### config.mk
export PLATFORM = sky130hd
export DESIGN_NAME = flash_seq_ctrl_flat
export DESIGN_NICKNAME = d
export VERILOG_FILES = /design/src/rtl/flash_seq_ctrl_if.sv /design/src/rtl/flash_seq_ctrl.sv /design/src/flat_wrapper.sv
export SDC_FILE = /design/constraint.sdc
export NUM_CORES = 1
export LEC_CHECK = 0
export ABC_AREA = 1
export CORE_MARGIN = 5
export CORE_UTILIZATION = 59
export DETAILED_ROUTE_END_ITERATION = 10
export PLACE_DENSITY = 0.8
export SYNTH_ARGS = -nofsm -noshare
export SYNTH_HDL_FRONTEND = slang
export SYNTH_SLANG_ARGS = --single-unit
### constraint.sdc
create_clock -name clk -period 2.8 [get_ports clk]
set_input_delay 0.56 -clock clk [delete_from_list [all_inputs] [get_ports clk]]
set_output_delay 0.56 -clock clk [all_outputs]
set_load 0.1 [all_outputs]
### src/rtl/flash_seq_ctrl_if.sv
// rtl/flash_seq_ctrl_if.sv - config, sequencing and counter-side signals of the LED level sequencer
interface flash_seq_ctrl_if #(
  parameter int CNT_W  = 4,
  parameter int SEG_AW = 3
);
  logic                 cfg_we;
  logic [SEG_AW-1:0]    cfg_addr;
  logic [2*CNT_W+1:0]   cfg_wdata;
  logic                 start;
  logic                 flick;
  logic [CNT_W-1:0]     counter_val;
  logic                 enable;
  logic                 upcount;
  logic                 busy;
  logic                 done;
  logic [SEG_AW-1:0]    seg_idx;

  // Host / counter side: loads the table, starts, and feeds the counter value back
  modport master (
    output cfg_we, cfg_addr, cfg_wdata, start, flick, counter_val,
    input  enable, upcount, busy, done, seg_idx
  );

  // Sequencer side
  modport slave (
    input  cfg_we, cfg_addr, cfg_wdata, start, flick, counter_val,
    output enable, upcount, busy, done, seg_idx
  );
endinterface

### src/rtl/flash_seq_ctrl.sv
// rtl/flash_seq_ctrl.sv - segment-table sequencer steering the up/down LED level counter
module flash_seq_ctrl #(
  parameter int CNT_W   = 4,
  parameter int MAX_SEG = 8,
  parameter int SEG_AW  = 3
) (
  input  logic             clk,
  input  logic             reset_n,
  flash_seq_ctrl_if.slave  bus
);
  localparam int ENT_W = 2 + 2 * CNT_W;

  typedef enum logic [2:0] {
    IDLE  = 3'd0,
    SETUP = 3'd1,
    RUN   = 3'd2,
    KICK  = 3'd3,
    DONE  = 3'd4
  } state_t;

  state_t             state;
  logic [ENT_W-1:0]   table_q [MAX_SEG];
  logic [SEG_AW-1:0]  seg_idx_q;
  logic               dir_up;
  logic               upcount_q;
  logic               busy_q;
  logic               done_q;

  // Fields of the entry currently being executed; the table is frozen while busy
  logic [ENT_W-1:0]   cur;
  logic [CNT_W-1:0]   tgt;
  logic [CNT_W-1:0]   kick_floor;
  logic               kick_en;
  logic               last;
  logic               seg_final;
  logic               kick_req;
  logic               at_tgt;
  logic               at_floor;

  assign cur        = table_q[seg_idx_q];
  assign tgt        = cur[CNT_W-1:0];
  assign kick_floor = cur[2*CNT_W-1:CNT_W];
  assign kick_en    = cur[2*CNT_W];
  assign last       = cur[2*CNT_W+1];
  assign seg_final  = last || (seg_idx_q == SEG_AW'(MAX_SEG - 1));
  assign at_tgt     = (bus.counter_val == tgt);
  assign at_floor   = (bus.counter_val == kick_floor);
  assign kick_req   = bus.flick && dir_up && kick_en && (bus.counter_val > kick_floor);

  // Table load port; writes only land while idle, reset wipes every entry
  always_ff @(posedge clk or negedge reset_n) begin
    if (!reset_n) begin
      for (int i = 0; i < MAX_SEG; i++) begin
        table_q[i] <= '0;
      end
    end else if (bus.cfg_we && (state == IDLE)) begin
      table_q[bus.cfg_addr] <= bus.cfg_wdata;
    end
  end

  // Sequencer FSM with registered status outputs
  always_ff @(posedge clk or negedge reset_n) begin
    if (!reset_n) begin
      state     <= IDLE;
      seg_idx_q <= '0;
      dir_up    <= 1'b0;
      upcount_q <= 1'b0;
      busy_q    <= 1'b0;
      done_q    <= 1'b0;
    end else begin
      done_q <= 1'b0;
      case (state)
        IDLE: begin
          if (bus.start) begin
            seg_idx_q <= '0;
            state     <= SETUP;
            busy_q    <= 1'b1;
            upcount_q <= 1'b0;
          end
        end
        SETUP: begin
          if (tgt > bus.counter_val) begin
            dir_up    <= 1'b1;
            upcount_q <= 1'b1;
            state     <= RUN;
          end else if (tgt < bus.counter_val) begin
            dir_up    <= 1'b0;
            upcount_q <= 1'b0;
            state     <= RUN;
          end else if (seg_final) begin
            state     <= DONE;
            done_q    <= 1'b1;
            upcount_q <= 1'b0;
          end else begin
            seg_idx_q <= seg_idx_q + 1'b1;
            state     <= SETUP;
            upcount_q <= 1'b0;
          end
        end
        RUN: begin
          // A kickback wins over completing the segment in the same cycle
          if (kick_req) begin
            state     <= KICK;
            upcount_q <= 1'b0;
          end else if (at_tgt) begin
            upcount_q <= 1'b0;
            if (seg_final) begin
              state  <= DONE;
              done_q <= 1'b1;
            end else begin
              seg_idx_q <= seg_idx_q + 1'b1;
              state     <= SETUP;
            end
          end
        end
        KICK: begin
          // Floor reached: replay the same segment from SETUP, which heads back up
          if (at_floor) begin
            state     <= SETUP;
            upcount_q <= 1'b0;
          end
        end
        DONE: begin
          state  <= IDLE;
          busy_q <= 1'b0;
        end
        default: begin
          state     <= IDLE;
          busy_q    <= 1'b0;
          upcount_q <= 1'b0;
        end
      endcase
    end
  end

  // Step enable looks at the live counter so the level never steps past its goal
  assign bus.enable  = ((state == RUN)  && !at_tgt) ||
                       ((state == KICK) && !at_floor);
  assign bus.upcount = upcount_q;
  assign bus.busy    = busy_q;
  assign bus.done    = done_q;
  assign bus.seg_idx = seg_idx_q;

endmodule
### src/flat_wrapper.sv
// flat-port wrapper written by rule: the top's interface ports become plain ports
module flash_seq_ctrl_flat 
#(
  parameter int CNT_W   = 4,
  parameter int MAX_SEG = 8,
  parameter int SEG_AW  = 3
)
  (clk, reset_n, bus_cfg_we, bus_cfg_addr, bus_cfg_wdata, bus_start, bus_flick, bus_counter_val, bus_enable, bus_upcount, bus_busy, bus_done, bus_seg_idx);
  flash_seq_ctrl_if #(.CNT_W(CNT_W), .SEG_AW(SEG_AW)) bus_i ();
  input  logic clk;
  input  logic reset_n;
  input wire logic [$bits(bus_i.cfg_we)-1:0] bus_cfg_we;
  input wire logic [$bits(bus_i.cfg_addr)-1:0] bus_cfg_addr;
  input wire logic [$bits(bus_i.cfg_wdata)-1:0] bus_cfg_wdata;
  input wire logic [$bits(bus_i.start)-1:0] bus_start;
  input wire logic [$bits(bus_i.flick)-1:0] bus_flick;
  input wire logic [$bits(bus_i.counter_val)-1:0] bus_counter_val;
  output wire logic [$bits(bus_i.enable)-1:0] bus_enable;
  output wire logic [$bits(bus_i.upcount)-1:0] bus_upcount;
  output wire logic [$bits(bus_i.busy)-1:0] bus_busy;
  output wire logic [$bits(bus_i.done)-1:0] bus_done;
  output wire logic [$bits(bus_i.seg_idx)-1:0] bus_seg_idx;
  assign bus_i.cfg_we = bus_cfg_we;
  assign bus_i.cfg_addr = bus_cfg_addr;
  assign bus_i.cfg_wdata = bus_cfg_wdata;
  assign bus_i.start = bus_start;
  assign bus_i.flick = bus_flick;
  assign bus_i.counter_val = bus_counter_val;
  assign bus_enable = bus_i.enable;
  assign bus_upcount = bus_i.upcount;
  assign bus_busy = bus_i.busy;
  assign bus_done = bus_i.done;
  assign bus_seg_idx = bus_i.seg_idx;
  flash_seq_ctrl #(.CNT_W(CNT_W), .MAX_SEG(MAX_SEG), .SEG_AW(SEG_AW)) u_core (.clk(clk), .reset_n(reset_n), .bus(bus_i));
endmodule
==> run metrics <==
Yosys Warn Count=0; Worst setup EP type=output pin; leakage power=~0.0025 µW; via count of the routed design=between 4000 and 5000; layout cells sized above 1=0.155; CORE AREA=roughly 7600 µm²; fraction of post-synthesis cell area in the top cell type by area=0.496; cts hold-fix bufs=0; synth-to-layout area growth=18.5%; antenna violations before repair=0; GRT Max-Usage Layer=met2; floorplan die area=between 9000 and 10000 µm²; vias per cell=around 5.7; met3 Use GR=0.0429; share of the core filled with cells in the final layout=0.708; async set-reset flop share out of synthesis=1.00; worst vdd ir=between 0.0005 and 0.0006 V; Clock transition at path regs=roughly 90 ps; sequential standard cell area=between 2000 and 2500 µm²; final-stage net count=634; die boundary width=between 90 and 100 µm; number of max-slew violations in the final report=0; largest fanout on the critical path=7; worst reg2reg startpoint=u_core.bus.seg_idx[0]; Cell Chain, Critical Path=bufbuf_16 > o21ai_0 > nand3_1 > nand2_1 > ha_1 > a31oi_4 > inv_2 > nand2_8 > buf_12; master cell of the clock root buffer=sky130_fd_sc_hd__clkbuf_8; power consumption=approximately 6300 µW; pin count of the biggest net entering global routing=between 50 and 60; primary flip-flop cell chosen by synthesis mapping=sky130_fd_sc_hd__dfrtp_1; setup total negative slack=-190 ps; post-synthesis area per instance=8.08 µm²; unrepaired setup endpoints after global routing=yes; count of unique library cells instantiated by Yosys=26; overall track demand over capacity in global routing=0.255; highest clock rate=0.334 GHz; vias in the first global route=a little under 4000; Die Ht=97.7 µm; placement row count=32; portion of the post-synthesis area used by sequential elements=0.496; buffer depth of the longest clock path=2; min Tclk post-route=approximately 3000 ps; violated checks=setup timing; final setup slack of the worst path=-190 ps; most frequent cells after synthesis=98 x sky130_fd_sc_hd__nand2_1, 90 x sky130_fd_sc_hd__dfrtp_1, 69 x sky130_fd_sc_hd__a21oi_1, 69 x sky130_fd_sc_hd__inv_1, 66 x sky130_fd_sc_hd__o21ai_0; gate family responsible for the most delay along the worst path=flip-flops; DRC marker count from the first detailed-route iteration=190; M2 GR Usage=0.405; Synth Instances=562; cell at the slowest stage of the critical path=sky130_fd_sc_hd__dfrtp_4; aggregate global routing overflow=0; starting density of the core=0.597; PD cells=approximately 1200 nW/µm²; Crit path arrival time=approximately 2400 ps; met1 global-route usage=0.353; number of failing hold endpoints at the final stage=0; measured slew at the worst slew-check pin=between 600 and 700 ps; number of ports placed on the die boundary=29; nets in the synthesized netlist=594; Setup Viol. Count Final=1; most area-hungry cell type in the Yosys netlist=sky130_fd_sc_hd__dfrtp_1; critical setup path kind=flop to output pin; clock sink count=90; path type of the worst min-delay path=primary input to asynchronous set/reset pin; number of fill cells in the layout=around 600; Detailed Place HPWL=between 7000 and 8000 µm; port buffer count=28; status=finished, violations left; most frequent cell after synthesis=sky130_fd_sc_hd__nand2_1; Total Wirelength=about 12000 µm; Tcrit/Tclk final=1.07; count of flip-flops with a built-in enable after synthesis=0; htree depth=3; first drt pass iteration count=8; gpl congestion=0.892; number of max-capacitance violations reported=0; largest incremental delay on the critical path=roughly 570 ps; buffering stage count on the worst path with inverters included=3; pre-CTS setup slack=about 120 ps; area of the multi-input gates=around 1900 µm²; dominant cells by area after synthesis=sky130_fd_sc_hd__dfrtp_1 50%, sky130_fd_sc_hd__nand2_1 8.1%, sky130_fd_sc_hd__a21oi_1 7.6%, sky130_fd_sc_hd__o21ai_0 7.3%, sky130_fd_sc_hd__inv_1 5.7%; Layout Skew=6.10 ps; number of nets still failing antenna checks after routing=0; clock tree from TritonCTS=done; data required time at the worst endpoint=about 2200 ps; clock insertion delay at the later pin of the skew report=between 300 and 400 ps; CP Launch Point=u_core.bus.seg_idx[0]; Worst setup SP type=flop; antenna diode count=0; FF+latch count, synth=90; wire length of the first global-routing pass=approximately 20000 µm; summed instance area of the synthesized netlist=approximately 4500 µm²; Wirelength per Cell=between 15 and 20 µm; residual DRC count=0; Worst slew margin=0.548; cts bufs inserted=9
==> power by group <==
group | total [µW] | internal [µW] | switching (µW)
Clock | 899 | 438 | 461
Sequential | 2270 | 1920 | 349
Combinational | 3130 | 1210 | 1920
Total | 6300 | 3570 | 2730
==> area by class of cell <==
| type | count | area share |
|---|---|---|
| repair buffers | 61 | 0.108 |
| well taps | 102 | 0.0237 |
| clock inverters | 4 | 0.00953 |
| multi-input cells | 371 | 0.362 |
| clock buffers | 12 | 0.0270 |
| flip-flops and latches | 90 | 0.420 |
| inverters | 69 | 0.0495 |
==> metal layers <==
metal / up-vias / wire length (µm)
met5: - / 0
met2: 161 / 5540
li1: 1909 / -
met4: 0 / 348
met1: 1920 / 4940
met3: 33 / 731
==> per-stage QoR <==
stage	hold slack [ps]	cell area (µm²)	std cells
floorplan	264	4640	562
global route	273	5380	709
detailed placement	477	5010	681
global placement	462	5010	681
CTS	252	5340	707
finish	219	5380	709
==> placed cells by master, fill, tap and decap left out, types with 2 or more instances in the layout <==
cell | synthesis | layout
sky130_fd_sc_hd__nand2_1 | 98 | 95
sky130_fd_sc_hd__dfrtp_1 | 90 | 87
sky130_fd_sc_hd__inv_1 | 69 | 66
sky130_fd_sc_hd__a21oi_1 | 69 | 61
sky130_fd_sc_hd__o21ai_0 | 66 | 54
sky130_fd_sc_hd__nor2_1 | 52 | 51
sky130_fd_sc_hd__buf_4 | 6 | 33
sky130_fd_sc_hd__nand3_1 | 31 | 31
sky130_fd_sc_hd__o21ai_1 | 11 | 22
sky130_fd_sc_hd__clkdlybuf4s50_1 | 0 | 20
sky130_fd_sc_hd__a21oi_2 | 10 | 18
sky130_fd_sc_hd__ha_1 | 10 | 10
sky130_fd_sc_hd__clkbuf_8 | 0 | 10
sky130_fd_sc_hd__a31oi_1 | 5 | 4
sky130_fd_sc_hd__nor4_2 | 4 | 4
sky130_fd_sc_hd__buf_6 | 0 | 4
sky130_fd_sc_hd__o21bai_1 | 3 | 3
sky130_fd_sc_hd__nand4_1 | 3 | 3
sky130_fd_sc_hd__dfrtp_4 | 0 | 3
sky130_fd_sc_hd__inv_2 | 0 | 2
sky130_fd_sc_hd__nor3_4 | 2 | 2
sky130_fd_sc_hd__nand2_2 | 0 | 2
sky130_fd_sc_hd__nor2_2 | 1 | 2
sky130_fd_sc_hd__clkbuf_1 | 7 | 2
sky130_fd_sc_hd__buf_12 | 0 | 2
==> flip-flops by register name, indices dropped and copies added, names as in the netlist <==
register            count
u_core.table_q         80
u_core.bus.seg_idx      3
u_core.state            3
u_core.bus.busy         1
u_core.bus.done         1
u_core.bus.upcount      1
u_core.dir_up           1
==> kinds of logic (layout without fill, tap and decap cells) <==
group / after synthesis / in the layout / synth area share
AO/OA/AOI/OAI: 164 / 164 / 0.192
adder cells (fa/ha/maj): 10 / 10 / 0.0275
buffers and inverters: 101 / 146 / 0.0926
flip-flops: 90 / 90 / 0.496
AND/OR/NAND/NOR: 197 / 197 / 0.192
==> timing repair <==
item                       CTS  global route
gates resized for setup     11            12
gates cloned                 1             0
setup endpoints to repair    1             4
pin swaps                    8             7
setup buffers                9             2
==> final timing paths <==
check | cells past startpoint | slack [ps] | end
max in group asynchronous | 2 | 1970 | u_core.table_q[39]
setup / recovery | 9 | -190 | bus_enable
min in group clk | 2 | 500 | u_core.table_q[1]
hold / removal | 1 | 220 | u_core.table_q[50]
setup reg to reg | 15 | 110 | u_core.bus.seg_idx[1]
hold reg to reg | 2 | 500 | u_core.table_q[1]
Power figures use the tool's default switching activity.
==> edit 1, RTL diff (same settings) <==
Encoding of `state_t`: now one-hot (5 bits for 5 states).
--- a/src/rtl/flash_seq_ctrl.sv
+++ b/src/rtl/flash_seq_ctrl.sv
@@ -11,10 +11,10 @@
   localparam int ENT_W = 2 + 2 * CNT_W;
 
-  typedef enum logic [2:0] {
-    IDLE  = 3'd0,
-    SETUP = 3'd1,
-    RUN   = 3'd2,
-    KICK  = 3'd3,
-    DONE  = 3'd4
+  typedef enum logic [4:0] {
+    IDLE  = 5'b00001,
+    SETUP = 5'b00010,
+    RUN   = 5'b00100,
+    KICK  = 5'b01000,
+    DONE  = 5'b10000
   } state_t;
 
Check against the original RTL: same outputs for any inputs over 4 cycles, from zero or initial values and one cycle with reset_n low; so few cycles prove little.
==> edit 1 against the original RTL <==
The run still ends with setup timing left. Clock skew rose by 0.0050 ns. Sequential share of layout area is 1.8 points higher. Cell area shrank 1.9%. Routed wire length shrank 1.4%. Via count down 0.94%. Area after synthesis decreased by 0.69%. Setup slack got worse by 0.016 ns. Total power decreased by 16%. Sequential power about the same. Clock power shrank 12%. Sequential cell count rose by 2. Largest cell class unchanged.
==> edit 1: results (changes against the original RTL) <==
The run finished, with violations left. The checks that failed: setup timing. The total number of nets in the final design came out at 628 (-0.95%). The non-filler instance count after layout is 700 (-1.3%). The total leakage power came out at 2.55 nW (+0.38%). The maximum vdd ir drop is 0.539 mV (-4.6%).

The count of TritonRoute iterations in the first routing pass is 5 (-3). The commonest cells after synthesis are sky130_fd_sc_hd__nand2_1, sky130_fd_sc_hd__dfrtp_1, sky130_fd_sc_hd__o21ai_1. The weighted congestion reported at the end of routability-driven placement is 0.885 (-0.74%).

The number of nets in the synthesized netlist came out at 590 (-0.67%). The global routing usage summed across all routing layers came out at 24.7% (-0.83 points). The sum of negative setup slack came out at -0.206 ns (-0.0161 ns). In the post-synthesis netlist, the biggest area contributors are sky130_fd_sc_hd__dfrtp_1, sky130_fd_sc_hd__nand2_1, sky130_fd_sc_hd__o21ai_1, sky130_fd_sc_hd__nor2_1, sky130_fd_sc_hd__o21ai_0.

The wire length of the first global-routing pass was 18,900 um (-3.0%). The average routed wire per standard cell came out at 16.3 um (about the same). The actual transition at the worst max-transition pin is 0.808 ns (+0.130 ns).

The number of port buffers came out at 28 (unchanged). The pre-CTS setup slack came out at 0.0768 ns (-0.0386 ns). The maximum number of pins on one net before global-route repair came out at 49 (-5.8%). The post-route clock skew came to 0.0111 ns (+0.00497 ns). The clock transition at the registers of the reported paths came out at 0.09 ns (about the same). The share of synthesized area occupied by flip-flops and latches was 51.1% (+1.5 points). The minimum setup slack in the final design came out at -0.206 ns (-0.0161 ns).

The internal power contribution came out at 3.10 mW (-13%). The number of placed instances with taps included came to 670 (-1.6%). The via count of the first global-routing pass is 3,869 (-2.6%). The number of design-rule violations left by the first detailed-router iteration was 258 (+36%). The synthesized netlist cell count is 558 (-0.71%). The via count is 3,985 (-0.94%).

The half-perimeter wire length after placement is 7730 um (-1.4%). The fraction of final layout cells sized beyond drive strength 1 was 14.6% (-0.84 points). The number of failing setup endpoints in the final timing report came out at 1 (unchanged).
edit 1: worst paths after layout:
path	endpoint	start	cells after the start	slack (ns)
max	bus_enable	u_core.bus.seg_idx[0]	11	-0.21
min	u_core.table_q[29]	reset_n	1	0.21
max in group asynchronous	u_core.state[0]	reset_n	2	1.92
min reg2reg	u_core.bus.upcount	u_core.bus.upcount	2	0.48
max reg2reg	u_core.bus.seg_idx[0]	u_core.bus.seg_idx[0]	17	0.14
min in group clk	u_core.bus.upcount	u_core.bus.upcount	2	0.48
edit 1: cells by family after synthesis:
| logic type | synth area share, % |
|---|---|
| buffers and inverters | 7.24 |
| adders and majority gates | 2.77 |
| AOI/OAI and AO/OA | 16.9 |
| DFF | 51.1 |
| and+or+nand+nor | 22.0 |
edit 1: repair_timing:
item | in CTS | in global routing
cloned | 2 | 1
buffers inserted | 8 | 3
setup endpoints to repair | 1 | 3
pin swaps | 8 | 14
resized for setup | 28 | 18
edit 1: stage by stage:
step / area [um2] / power [mW] / hold slack, ns
CTS: 5200 / 5.16 / 0.227
floorplan: 4570 / 3.70 / 0.264
global route: 5280 / 5.69 / 0.248
finish: 5280 / 5.29 / 0.207
global placement: 4900 / 4.16 / 0.459
detailed placement: 4900 / 4.25 / 0.463
edit 1: routing by layer:
layer | routed length [um] | GRT usage [%] | part of all wire [%] | up-vias
li1 | - | - | - | 1917
met1 | 5000 | 32.1 | 44 | 1898
met2 | 5530 | 41.0 | 48 | 145
met3 | 606 | 4.67 | 5.3 | 25
met4 | 267 | 9.16 | 2.3 | 0
met5 | 0 | 0 | 0 | -
edit 1: final cells by class:
cell class	instances	area [um2]
sequential	92	2310
tap	99	124
timing repair inverter	3	23.8
timing repair buffer	54	528
clock inverter	4	26.3
inverter	43	174
clock buffer	12	135
fill	587	2050
multi-input combinational	393	1960
edit 1: power groups by stage:
stage / clock network, mW / logic (mW) / registers (mW)
after global placement: 0 / 1.91 / 2.26
after CTS: 0.798 / 2.11 / 2.25
after detailed placement: 0 / 1.98 / 2.26
after floorplan: 0 / 1.44 / 2.27
after global routing: 0.865 / 2.50 / 2.33
final: 0.788 / 2.23 / 2.27
==> edit 2, RTL diff (config.mk and constraints unchanged) <==
Made on the original files. `SEG_AW` is set to 3 in 3 places; all go to 4.
--- a/src/rtl/flash_seq_ctrl_if.sv
+++ b/src/rtl/flash_seq_ctrl_if.sv
@@ -2,5 +2,5 @@
 interface flash_seq_ctrl_if #(
   parameter int CNT_W  = 4,
-  parameter int SEG_AW = 3
+  parameter int SEG_AW = 4
 );
   logic                 cfg_we;
--- a/src/rtl/flash_seq_ctrl.sv
+++ b/src/rtl/flash_seq_ctrl.sv
@@ -3,5 +3,5 @@
   parameter int CNT_W   = 4,
   parameter int MAX_SEG = 8,
-  parameter int SEG_AW  = 3
+  parameter int SEG_AW  = 4
 ) (
   input  logic             clk,
--- a/src/flat_wrapper.sv
+++ b/src/flat_wrapper.sv
@@ -4,5 +4,5 @@
   parameter int CNT_W   = 4,
   parameter int MAX_SEG = 8,
-  parameter int SEG_AW  = 3
+  parameter int SEG_AW  = 4
 )
   (clk, reset_n, bus_cfg_we, bus_cfg_addr, bus_cfg_wdata, bus_start, bus_flick, bus_counter_val, bus_enable, bus_upcount, bus_busy, bus_done, bus_seg_idx);
Ports: changed (resized bus_cfg_addr and bus_seg_idx); port bits go from 29 to 31. No check against the original RTL was run, so the function may have changed too.
==> edit 2 against the original RTL <==
The run still ends with setup timing left. Total power down 7.7%. Setup slack worse by 0.075 ns. Synthesized cell count down 1.2%. Largest cell class unchanged. First-iteration DRC count up 140%. Sequential cell count up 1. Routed wire length up 2.0%. Critical path depth up 3. Global-route usage down 1.2 points. Area after synthesis down 2.2%. Cell area down 0.74%.
==> edit 2: results (changes against the original RTL) <==
The weighted congestion reported at the end of routability-driven placement came out at 0.890 (-0.21%). The total leakage power came to 2.52 nW (-0.78%). The number of failing setup endpoints in the final timing report came out at 1 (unchanged). The internal power contribution came to 3.29 mW (-7.8%). The maximum vdd ir drop was 0.374 mV (-34%). The fraction of final layout cells sized beyond drive strength 1 is 13.8% (-1.7 points). The via count of the first global-routing pass is 3,924 (-1.3%). The number of placed instances with taps included is 665 (-2.3%).

The maximum clock frequency is 326 MHz (-2.4%). The worst path arrival time came out at 2.50 ns (+0.07 ns). The share of synthesized area occupied by flip-flops and latches is 51.3% (+1.7 points). Sorting the synthesized cells by how often they occur yields sky130_fd_sc_hd__nand2_1, sky130_fd_sc_hd__dfrtp_1, sky130_fd_sc_hd__o21ai_0. The number of design-rule violations left by the first detailed-router iteration came out at 449 (+140%). The maximum fanout along the worst path came to 5 (-2). The wire length of the first global-routing pass came to 18,600 um (-4.3%). The post-route clock skew came to 0.0124 ns (+0.00632 ns).

The total number of nets in the final design came out at 623 (-1.7%). The count of TritonRoute iterations in the first routing pass is 5 (-3). The actual transition at the worst max-transition pin is 0.715 ns (+0.0379 ns). The met1 track utilization from global routing is 32.3% (-3.1 points). The final reports fail on setup timing. The non-filler instance count after layout came out at 695 (-2.0%). The run finished, with violations left.

The minimum setup slack in the final design came to -0.265 ns (-0.0747 ns). After synthesis, the cell types taking the most area are sky130_fd_sc_hd__dfrtp_1, sky130_fd_sc_hd__nand2_1, sky130_fd_sc_hd__o21ai_0, sky130_fd_sc_hd__nor2_1, sky130_fd_sc_hd__inv_1. The mean instance size in the synthesized netlist was 8.00 um2 (-0.97%).

The distinct cell type count of the synthesized netlist is 27 (+3.8%). The kind of cell with the highest combined delay along the critical path is buffers and inverters. The global routing usage on met3 is 6.12% (+1.8 points). The average routed wire per standard cell is 17.0 um (+4.0%). The number of port buffers is 30 (+7.1%). The half-perimeter wire length after placement is 7410 um (-5.4%).
edit 2: cell types whose count changed after synthesis, moves of 5 or more:
| cell | change |
|---|---|
| sky130_fd_sc_hd__a21oi_2 | -10 |
| sky130_fd_sc_hd__o21ai_0 | +12 |
| sky130_fd_sc_hd__nand2_1 | +48 |
| sky130_fd_sc_hd__o21ai_1 | +19 |
| sky130_fd_sc_hd__inv_1 | -27 |
| sky130_fd_sc_hd__a21oi_1 | -51 |
| sky130_fd_sc_hd__o22ai_1 | +12 |
| sky130_fd_sc_hd__buf_4 | -5 |
edit 2: cell families after synthesis:
logic type	after synthesis	synth area share, %
fa+ha+maj	9	2.54
compound gates	144	17.0
simple gates	236	22.0
xor+xnor	1	0.197
buf+inv	74	7.04
flops	91	51.3
edit 2: what timing repair did:
item,CTS,global route
pin swaps,4,16
setup buffers,5,7
gates resized for setup,18,38
endpoints found under the setup margin,1,5
cloned,1,1
edit 2: cell type report:
type	count	area, um2
repair buffers	55	586
clock inverters	2	37.5
multi-input cells	390	1970
well taps	99	124
clock buffers	14	153
flip-flops and latches	91	2290
repair inverters	1	11.3
fillers	546	1950
inverters	43	178
edit 2: routing by layer:
layer | part of all wire [%] | wire, um
met3 | 8.8 | 1030
met1 | 41 | 4800
met4 | 2.4 | 286
met2 | 48 | 5660
met5 | 0 | 0
edit 2: stage by stage:
step / setup TNS (ns) / instance area (um2) / hold WS [ns] / worst slack, ns
after global routing: -0.362 / 5340 / 0.226 / -0.352
after global placement: 0 / 4870 / 0.463 / 0.192
after floorplan: -0.0218 / 4510 / 0.264 / -0.0218
final: -0.265 / 5340 / 0.176 / -0.265
after CTS: -0.134 / 5170 / 0.211 / -0.134
after detailed placement: 0 / 4870 / 0.467 / 0.147
edit 2: path summary, 6_finish.rpt:
| check | start | cells past startpoint | endpoint |
|---|---|---|---|
| max in group asynchronous | reset_n | 2 | u_core.table_q[23] |
| max reg2reg | u_core.bus.seg_idx[0] | 17 | u_core.bus.seg_idx[0] |
| min | reset_n | 1 | u_core.table_q[57] |
| min in group clk | u_core.bus.upcount | 2 | u_core.bus.upcount |
| min reg2reg | u_core.bus.upcount | 2 | u_core.bus.upcount |
| max | u_core.bus.seg_idx[0] | 12 | bus_enable |
edit 2: power by group through the flow:
stage	sequential [mW]	clock (mW)	combinational, mW
final	2.13	0.892	2.79
after detailed placement	2.12	0	2.29
after global placement	2.11	0	2.21
after global routing	2.17	0.949	3.07
after floorplan	2.22	0	1.58
after CTS	2.11	0.892	2.46
